File: config.mk
export PLATFORM = sky130hd
export DESIGN_NAME = sfx_player
export DESIGN_NICKNAME = d
export VERILOG_FILES = /design/src/rtl/sfx_pkg.sv /design/src/rtl/sfx_player_tone_gen.sv /design/src/rtl/sfx_player.sv
export SDC_FILE = /design/constraint.sdc
export NUM_CORES = 1
export LEC_CHECK = 0
export CORE_MARGIN = 5
export CORE_UTILIZATION = 60
export DETAILED_ROUTE_END_ITERATION = 10
export PLACE_DENSITY_LB_ADDON = 0.12
export SYNTH_ARGS = -nofsm -noshare
export SYNTH_HDL_FRONTEND = slang
export SYNTH_SLANG_ARGS = --single-unit
File: constraint.sdc
create_clock -name clk -period 4 [get_ports clk]
set_clock_uncertainty 0.2 [all_clocks]
set_input_delay 1 -clock clk [delete_from_list [all_inputs] [get_ports clk]]
set_output_delay 1 -clock clk [all_outputs]
set_load 0.02 [all_outputs]
File: src/rtl/sfx_pkg.sv
// Shared constants for the sound-effect sequencer: effect ids, FSM encoding and note ROM.
// Pure definitions; no latency or backpressure of its own.
package sfx_pkg;

  localparam int HALF_W  = 17;
  localparam int DUR_W   = 9;
  localparam int PRESC_W = 20;

  typedef logic [1:0] sfx_t;
  localparam sfx_t SFX_NONE  = 2'd0;
  localparam sfx_t SFX_FLAP  = 2'd1;
  localparam sfx_t SFX_SCORE = 2'd2;
  localparam sfx_t SFX_DIE   = 2'd3;

  typedef logic [1:0] state_t;
  localparam state_t ST_IDLE = 2'd0;
  localparam state_t ST_PLAY = 2'd1;
  localparam state_t ST_GAP  = 2'd2;

  localparam logic [HALF_W-1:0] HALF_E6 = 17'd37908;
  localparam logic [HALF_W-1:0] HALF_B5 = 17'd50607;
  localparam logic [HALF_W-1:0] HALF_G5 = 17'd63776;
  localparam logic [HALF_W-1:0] HALF_E5 = 17'd75873;
  localparam logic [HALF_W-1:0] HALF_C5 = 17'd95602;

  function automatic logic [1:0] sfx_notes(input sfx_t sfx);
    case (sfx)
      SFX_FLAP:  return 2'd1;
      SFX_SCORE: return 2'd2;
      SFX_DIE:   return 2'd3;
      default:   return 2'd0;
    endcase
  endfunction

  // Unused slots return a non-zero half-period so the counter compare never underflows.
  function automatic logic [HALF_W-1:0] note_half(input sfx_t sfx, input logic [1:0] idx);
    case ({sfx, idx})
      {SFX_FLAP,  2'd0}: return HALF_E6;
      {SFX_SCORE, 2'd0}: return HALF_B5;
      {SFX_SCORE, 2'd1}: return HALF_E6;
      {SFX_DIE,   2'd0}: return HALF_G5;
      {SFX_DIE,   2'd1}: return HALF_E5;
      {SFX_DIE,   2'd2}: return HALF_C5;
      default:           return HALF_E6;
    endcase
  endfunction

  function automatic logic [DUR_W-1:0] note_dur(input sfx_t sfx, input logic [1:0] idx);
    case ({sfx, idx})
      {SFX_FLAP,  2'd0}: return 9'd40;
      {SFX_SCORE, 2'd0}: return 9'd60;
      {SFX_SCORE, 2'd1}: return 9'd120;
      {SFX_DIE,   2'd0}: return 9'd150;
      {SFX_DIE,   2'd1}: return 9'd150;
      {SFX_DIE,   2'd2}: return 9'd300;
      default:           return 9'd1;
    endcase
  endfunction

endpackage

File: src/rtl/sfx_player_tone_gen.sv
// Square-wave tone generator: half-period counter plus toggle flop, sync clear and enable.
// wave_nxt is the flop's next value, so a registered consumer sees it with one-edge latency; no backpressure.
module tone_gen
  import sfx_pkg::*;
(
  input  logic              clk,
  input  logic              rst_n,
  input  logic              clr,
  input  logic              en,
  input  logic [HALF_W-1:0] half,
  output logic              wave_nxt
);

  logic [HALF_W-1:0] cnt;
  logic              wave;
  logic              wrap;

  assign wrap = en && (cnt == half - HALF_W'(1));

  always_comb begin
    wave_nxt = wave;
    if (clr)       wave_nxt = 1'b0;
    else if (wrap) wave_nxt = ~wave;
  end

  always_ff @(posedge clk or negedge rst_n) begin
    if (!rst_n) begin
      cnt  <= '0;
      wave <= 1'b0;
    end else if (clr) begin
      cnt  <= '0;
      wave <= 1'b0;
    end else if (en) begin
      cnt  <= wrap ? '0 : cnt + HALF_W'(1);
      wave <= wave_nxt;
    end
  end

endmodule

File: src/rtl/sfx_player.sv
// Sound-effect sequencer: arbitrates game events and plays multi-note square-wave effects from a ROM.
// Event to busy/cur_sfx in one edge; no backpressure, lower-priority events are dropped.
module sfx_player
  import sfx_pkg::*;
#(
  parameter int unsigned TICK_DIV  = 100000,
  parameter int unsigned GAP_TICKS = 10
) (
  input  logic       clk,
  input  logic       rst_n,
  input  logic       evt_flap,
  input  logic       evt_score,
  input  logic       evt_die,
  input  logic       mute,
  output logic       audio,
  output logic       busy,
  output logic [1:0] cur_sfx
);

  localparam logic [PRESC_W-1:0] PRESC_LAST = PRESC_W'(TICK_DIV - 1);
  localparam logic [DUR_W-1:0]   GAP_LAST   = (GAP_TICKS == 0) ? '0 : DUR_W'(GAP_TICKS - 1);

  state_t             state;
  logic [1:0]         note_idx;
  logic [PRESC_W-1:0] presc;
  logic [DUR_W-1:0]   tick_cnt;

  sfx_t              req;
  logic              start;
  logic              tick;
  logic              note_end;
  logic              gap_end;
  logic              last_note;
  logic              tone_clr;
  logic              wave_nxt;
  logic [HALF_W-1:0] half;
  logic [DUR_W-1:0]  dur;

  always_comb begin
    req = SFX_NONE;
    if (evt_die)        req = SFX_DIE;
    else if (evt_score) req = SFX_SCORE;
    else if (evt_flap)  req = SFX_FLAP;
  end

  // Equal priority restarts the running effect.
  assign start     = (req != SFX_NONE) && (req >= cur_sfx);
  assign half      = note_half(cur_sfx, note_idx);
  assign dur       = note_dur(cur_sfx, note_idx);
  assign tick      = (presc == PRESC_LAST);
  assign note_end  = (state == ST_PLAY) && tick && (tick_cnt == dur - DUR_W'(1));
  assign gap_end   = (state == ST_GAP) && tick && (tick_cnt == GAP_LAST);
  assign last_note = (note_idx == sfx_notes(cur_sfx) - 2'd1);
  assign tone_clr  = start || (state != ST_PLAY) || note_end;
  assign busy      = (state != ST_IDLE);

  tone_gen u_tone (
    .clk      (clk),
    .rst_n    (rst_n),
    .clr      (tone_clr),
    .en       (state == ST_PLAY),
    .half     (half),
    .wave_nxt (wave_nxt)
  );

  always_ff @(posedge clk or negedge rst_n) begin
    if (!rst_n) begin
      state    <= ST_IDLE;
      cur_sfx  <= SFX_NONE;
      note_idx <= '0;
      presc    <= '0;
      tick_cnt <= '0;
      audio    <= 1'b0;
    end else begin
      // tone_clr zeroes wave_nxt on start, note end, gap and idle, so audio drops with them.
      audio <= wave_nxt & ~mute;
      if (start) begin
        state    <= ST_PLAY;
        cur_sfx  <= req;
        note_idx <= '0;
        presc    <= '0;
        tick_cnt <= '0;
      end else begin
        case (state)
          ST_PLAY, ST_GAP: begin
            presc <= tick ? '0 : presc + PRESC_W'(1);
            if (tick) tick_cnt <= tick_cnt + DUR_W'(1);
            if (note_end) begin
              tick_cnt <= '0;
              if (last_note) begin
                state    <= ST_IDLE;
                cur_sfx  <= SFX_NONE;
                note_idx <= '0;
              end else if (GAP_TICKS == 0) begin
                note_idx <= note_idx + 2'd1;
              end else begin
                state <= ST_GAP;
              end
            end
            if (gap_end) begin
              tick_cnt <= '0;
              note_idx <= note_idx + 2'd1;
              state    <= ST_PLAY;
            end
          end
          default: begin
            state    <= ST_IDLE;
            cur_sfx  <= SFX_NONE;
            note_idx <= '0;
            presc    <= '0;
            tick_cnt <= '0;
          end
        endcase
      end
    end
  end

endmodule
Word-level counts from Yosys, hierarchy flattened
Cells that the tools add are included.

storage, ports and cells
  register bits = 54
  bits in latches = 0
  memory bits (writable) = 0
  bits in read-only memories = 0
  input port bits = 6
  output and inout port bits = 4
  logic and storage cells = 89
  memories kept = 0

cells by class
  add/sub/neg operators = 7
  multipliers = 0
  divide/modulo/power cells = 0
  magnitude comparators = 1
  equal/unequal tests = 22
  shift operators = 0
  mux-type cells = 33
  bitwise logic cells = 3
  reduce and logical (&&, ||, !) cells = 15

operators by type and width
  cell                                                   number
  one-hot mux 17 bit (4 select lines)                    1
  two-way mux 20 bit                                     3
  two-way mux 17 bit                                     3
  two-way mux 9 bit                                      5
  one-hot mux 9 bit (5 select lines)                     1
  two-way mux 2 bit                                      14
  adder 20 x 1 -> 20 bit, second input constant          1
  equality test 20 x 17 -> 1 bit, second input constant  1
  equality test 4 bit, second input constant             5
  adder 17 x 1 -> 17 bit, second input constant          1
  equality test 17 bit                                   1
  subtractor 17 x 1 -> 17 bit, second input constant     1
  adder 9 x 1 -> 9 bit, second input constant            1
  equality test 9 x 4 -> 1 bit, second input constant    1
  equality test 9 bit                                    1
  subtractor 9 x 1 -> 9 bit, second input constant       1
  inequality test 4 bit, second input constant           2
  equality test 2 bit, second input constant             3
  logical AND 1 bit                                      6
  inequality test 3 bit, second input constant           2
  one-hot mux 2 bit (3 select lines)                     1
  nonzero test 2 bit                                     3
  two-way mux 1 bit                                      5
  inequality test 5 bit, second input constant           1
  other kinds (12)                                       17

Longest topological paths before layout
  depth after elaboration = 10
  gate-level depth with buffers = 15
  mapped depth without buffers = 11

Cells and area by module
From an unflattened synthesis, not the netlist that was laid out.

second synthesis, totals
  cell total of the unflattened synthesis = 478
  area total of the unflattened synthesis = 4053.9 um^2

by module, submodules not included
  module      times used  cells each  area each (um^2)  seq. area each (um^2)
  sfx_player  1           272         2351.0            900.9
  tone_gen    1           206         1702.9            450.4

Least setup slack after synthesis
Ideal clock, no wire load.

  path type = register -> register
  from = register cur_sfx[0]
  to = register u_tone.cnt[15]
  library setup time = 119 ps
  data arrival time = 2914 ps
  data required time = 3681 ps
  setup slack = 767 ps
  stages on the path, launching flop included = 15
  buffers on the path = 3
  period minus slack after synthesis = 3233 ps
  cells stage by stage = dfrtp_1 -> inv_1 -> ha_1 -> clkbuf_1 -> and2_1 -> a21oi_1 -> ha_1 -> xor2_1 -> nand4b_1 -> nand4b_1 -> a2111oi_0 -> or3_1 -> buf_6 -> buf_6 -> nor2_1

on the way
  longest elaborated chain between the ends = 8
  elaborated cells on any way between the ends = 23
  those cells by class = 2 x add/sub; 1 x order compare; 8 x eq/ne; 5 x mux; 7 x reduce/logical

ends and longest elaborated chain
  item                                                                               line                                         RTL
  start: declaration                                                                 sfx_player.sv:17                             output logic [1:0] cur_sfx
  start signal: assignment                                                           sfx_player.sv:79                             cur_sfx <= req;
  equality test 4 bit                                                                sfx_pkg.sv:37, sfx_pkg.sv:49
  one-hot mux 17 bit (4 select lines) or OR reduction 2 bit (tied branches)          n/a
  subtractor 17 x 1 -> 17 bit or one-hot mux 9 bit (5 select lines) (tied branches)  sfx_player_tone_gen.sv:18, sfx_pkg.sv:49
  equality test 17 bit or subtractor 9 x 1 -> 9 bit (tied branches)                  sfx_player_tone_gen.sv:18, sfx_player.sv:51
  logical AND 1 bit or equality test 9 bit (tied branches)                           sfx_player_tone_gen.sv:18, sfx_player.sv:51
  two-way mux 17 bit or logical AND 1 bit (tied branches)                            sfx_player_tone_gen.sv:34, sfx_player.sv:51
  two-way mux 17 bit or logical OR 1 bit (tied branches)                             sfx_player_tone_gen.sv:33, sfx_player.sv:54
  two-way mux 17 bit or nonzero test 2 bit (tied branches)                           n/a
  end signal: assignment                                                             sfx_player_tone_gen.sv:34                    cnt <= wrap ? '0 : cnt + HALF_W'(1);
  end: declaration                                                                   sfx_player_tone_gen.sv:14                    logic [HALF_W-1:0] cnt;

Parallel ways exist; a longest one is shown, timed or not. The select of a mux whose other input is x is not followed.
A chain may end at the register's enable or synchronous reset.

Final worst setup path
  from = register note_idx[0]
  to = register tick_cnt[1]

on the way
  longest elaborated chain between the ends = 10
  elaborated cells on any way between the ends = 16
  those cells by class = 1 x add/sub; 8 x eq/ne; 5 x mux; 2 x reduce/logical

ends and longest elaborated chain
  item                                  line               RTL
  start: declaration                    sfx_player.sv:24   logic [1:0] note_idx;
  start signal: assignment              sfx_player.sv:95   note_idx <= note_idx + 2'd1;
  start signal: assignment              sfx_player.sv:102  note_idx <= note_idx + 2'd1;
  equality test 4 bit                   sfx_pkg.sv:49      case ({sfx, idx})
  OR reduction 2 bit (no line)          n/a
  one-hot mux 9 bit (5 select lines) *  sfx_pkg.sv:49
  subtractor 9 x 1 -> 9 bit *           sfx_player.sv:51   assign note_end = (state == ST_PLAY) && tick && (tick_cnt == dur - DUR_W'(1));
  equality test 9 bit *                 sfx_player.sv:51
  logical AND 1 bit *                   sfx_player.sv:51
  two-way mux 9 bit                     sfx_player.sv:88   if (note_end) begin
  two-way mux 9 bit                     sfx_player.sv:100  if (gap_end) begin
  two-way mux 9 bit                     sfx_player.sv:84   case (state)
  two-way mux 9 bit                     sfx_player.sv:77   if (start) begin
  end signal: assignment                sfx_player.sv:87   if (tick) tick_cnt <= tick_cnt + DUR_W'(1);
  end: declaration                      sfx_player.sv:26   logic [DUR_W-1:0] tick_cnt;

Mark *: on every way between the ends. The rest lies on a longest branch, timed or not.

==> results.cfg <==
[worst_setup_path]
cp_max_fo = 17
r2r-end = tick_cnt[1]
reg2reg_depth = 10
r2r_setup_slack_ns = 0.42
r2r-start = note_idx[0]
end_kind = flip-flop
startpoint_type = flip-flop
crit_type = flip-flop to flip-flop
arrival_ns = 3.56
crit_required_ns = 3.99

[synthesis]
synth_top_area_cell = dfrtp_1
synth_top_family_by_area = simple AND/OR/NAND/NOR gates
postSynth.asyncResetShare = 1.00
synth_compound_area_frac = 0.0842
synth_area_mm2 = 0.00340
yosys-top-cells-area = dfrtp_1 40%, xor2_1 9.3%, nor2_1 6.7%
netlist_instances = 385
synth_seq_area_share = 0.397
yosys_warnings = 0
syn_nets = 407
synth_fa_ha_area_frac = 0.0588
synth_common_cells = 61 x nor2_1, 54 x dfrtp_1, 36 x xor2_1
synth_xor_area_frac = 0.142
ys_ff_latch = 54
yosys.area_share.simple = 0.266
avgSynthCellArea_um2 = 8.84
muxShareOfSynthArea = 0.00883
synth_edf_count = 0
yosysUniqueCellTypes = 45
synth_most_common_cell = nor2_1
synthFlopType = dfrtp_1
synth_top_area_frac = 0.397

[timing]
maxSlewViolCount = 0
tightest_slew_ns = 1.05
setup_tns_ns = 0
holdWs_ns = 0.311
finalSetupViolations = 0
min_period_ns = 3.58
slew_headroom = 0.302
grt_setup_unrepaired = no
fmax_mhz = 279
finalCritPeriodShare = 0.895
hold_viol_final = 0

[layout]
final_cells = 463
nets = 412
stdcell_area_mm2 = 0.00364
fillerInstances = 455
diodes = 0
area_delta_synth_final_pct = 7.14
drive_gt1_frac = 0.0614

[min_path]
holdPathEnd = presc[0]
min_path_type = flip-flop to flip-flop
min_path_cells = 1
worstHoldStart = presc[0]

[power_and_ir_drop]
p_leak_nw = 1.59
ir_drop_uv = 289
p_per_area_mw_per_mm2 = 470

[grt]
track_usage = 0.193
grt_start_max_net_pins = 49
antenna_found_initial = 0
grt.overflow.total = 0
grt_pass1_wl_um = 11600
first_global_vias = 2481

[clock_tree]
cts_buffers = 5
clock-root-buffer = clkbuf_8
clk_path_buf_depth = 2
clk_latency_ns = 0.31
ctsHoldBuffers = 0
clk_pin_slew_ns = 0.11
htreeDepth = 2
cts_tree = built
clock-sinks = 54

[drt]
ant_nets = 0
via_count = 2694
wire_per_inst_um = 14.4
drc_errors = 0
first_iter_violations = 171
dr.pass1.iters = 4
drt-total-wl_um = 6690
viasPerCell = 5.82

[placement]
io_buffers = 9
gp_congestion = 0.833
hpwlAfterDp_um = 4810
placed_cell_area_mm2 = 0.00354
numPlacedInstances = 455

[floorplanning]
start_util = 0.618
die_area_mm2 = 0.00728
dieWidth_um = 85.3
num_rows = 27
die_h_um = 85.3
core_region_area_mm2 = 0.00551
num_io_pins = 10

[run]
max_cap_violations = 0

[outcome]
outcome = completed
[kinds of logic after synthesis]
family          Yosys count
simple gates            179
mux                       3
compound gates           44
flops                    54
buf+inv                  34
fa+ha+maj                16
xor+xnor                 55
[worst max-delay path by stage]
| stage | from | endpoint | slack [ns] | cells after the start |
|---|---|---|---|---|
| 4_1_cts | note_idx[0] | u_tone.cnt[13] | 0.24 | 12 |
| 2_1_floorplan | cur_sfx[0] | u_tone.cnt[15] | 0.77 | 14 |
| 6_report | note_idx[0] | tick_cnt[1] | 0.42 | 10 |
| 3_3_place_gp | evt_score | u_tone.cnt[10] | 0.28 | 9 |
| 5_1_grt | note_idx[0] | tick_cnt[0] | 0.15 | 10 |
| 3_5_place_dp | evt_score | u_tone.cnt[13] | 0.12 | 9 |
[state kept, by name (all words and copies together), names as in the netlist]
name         flops
u_tone.wave      1
presc           20
note_idx         2
u_tone.cnt      17
state            2
cur_sfx          2
tick_cnt         9
audio            1
[worst max-delay path, cell delays in order (launching register included)]
cell      delay [ns]
dfrtp_1         0.45
inv_1           0.13
ha_1            0.49
o21ai_0         0.36
o21ai_1         0.22
a21oi_1         0.06
or4b_4          0.55
nor4_4          0.33
buf_4           0.20
nand2b_1        0.33
o22ai_1         0.15
[placed cells by master, fill, tap and decap left out, types with 4 or more instances in the layout]
cell / instances
clkbuf_8: 6
and4_1: 4
nor2_1: 61
nand4_1: 14
nand2_1: 29
inv_1: 16
ha_1: 16
buf_4: 7
and3_1: 12
nor4_1: 6
clkdlybuf4s50_1: 8
nand2b_1: 6
o21ai_0: 12
xnor2_1: 19
dfrtp_1: 54
nor3_1: 13
nand3_1: 19
xor2_1: 36
a21oi_1: 10
[metrics by stage]
| step | util | total power, mW | setup slack (ns) |
|---|---|---|---|
| final | 0.662 | 1.71 | 0.421 |
| after global routing | 0.662 | 1.85 | 0.150 |
| after CTS | 0.661 | 1.72 | 0.245 |
| after detailed placement | 0.643 | 1.38 | 0.121 |
| after global placement | 0.643 | 1.37 | 0.284 |
| after floorplan | - | 1.22 | 0.767 |
[where the power goes]
group | switching [mW] | internal (mW) | total, mW
Clock | 0.190 | 0.143 | 0.333
Combinational | 0.433 | 0.299 | 0.732
Sequential | 0.0636 | 0.584 | 0.647
[metal layers]
layer / global-route usage / up-vias / share of wire
met2: 0.319 / 45 / 0.47
met1: 0.267 / 1305 / 0.48
met4: 0.0489 / 0 / 0.013
met5: 0 / - / 0
met3: 0.0291 / 9 / 0.037
li1: - / 1335 / -
[layout make-up]
| type | count | area [um2] | share of cell area |
|---|---|---|---|
| multi-input combinational | 297 | 1910 | 0.523 |
| sequential | 54 | 1350 | 0.371 |
| timing repair buffer | 16 | 138 | 0.0378 |
| tap | 72 | 90.1 | 0.0247 |
| clock buffer | 6 | 82.6 | 0.0227 |
| inverter | 16 | 60.1 | 0.0165 |
| clock inverter | 2 | 16.3 | 0.00446 |
[what timing repair did]
action / 4_1_cts / 5_1_grt
setup endpoints to repair: 0 / 10
buffers inserted: 0 / 0
resized for setup: 0 / 1
Note: power is estimated with default switching activity, not from simulation.
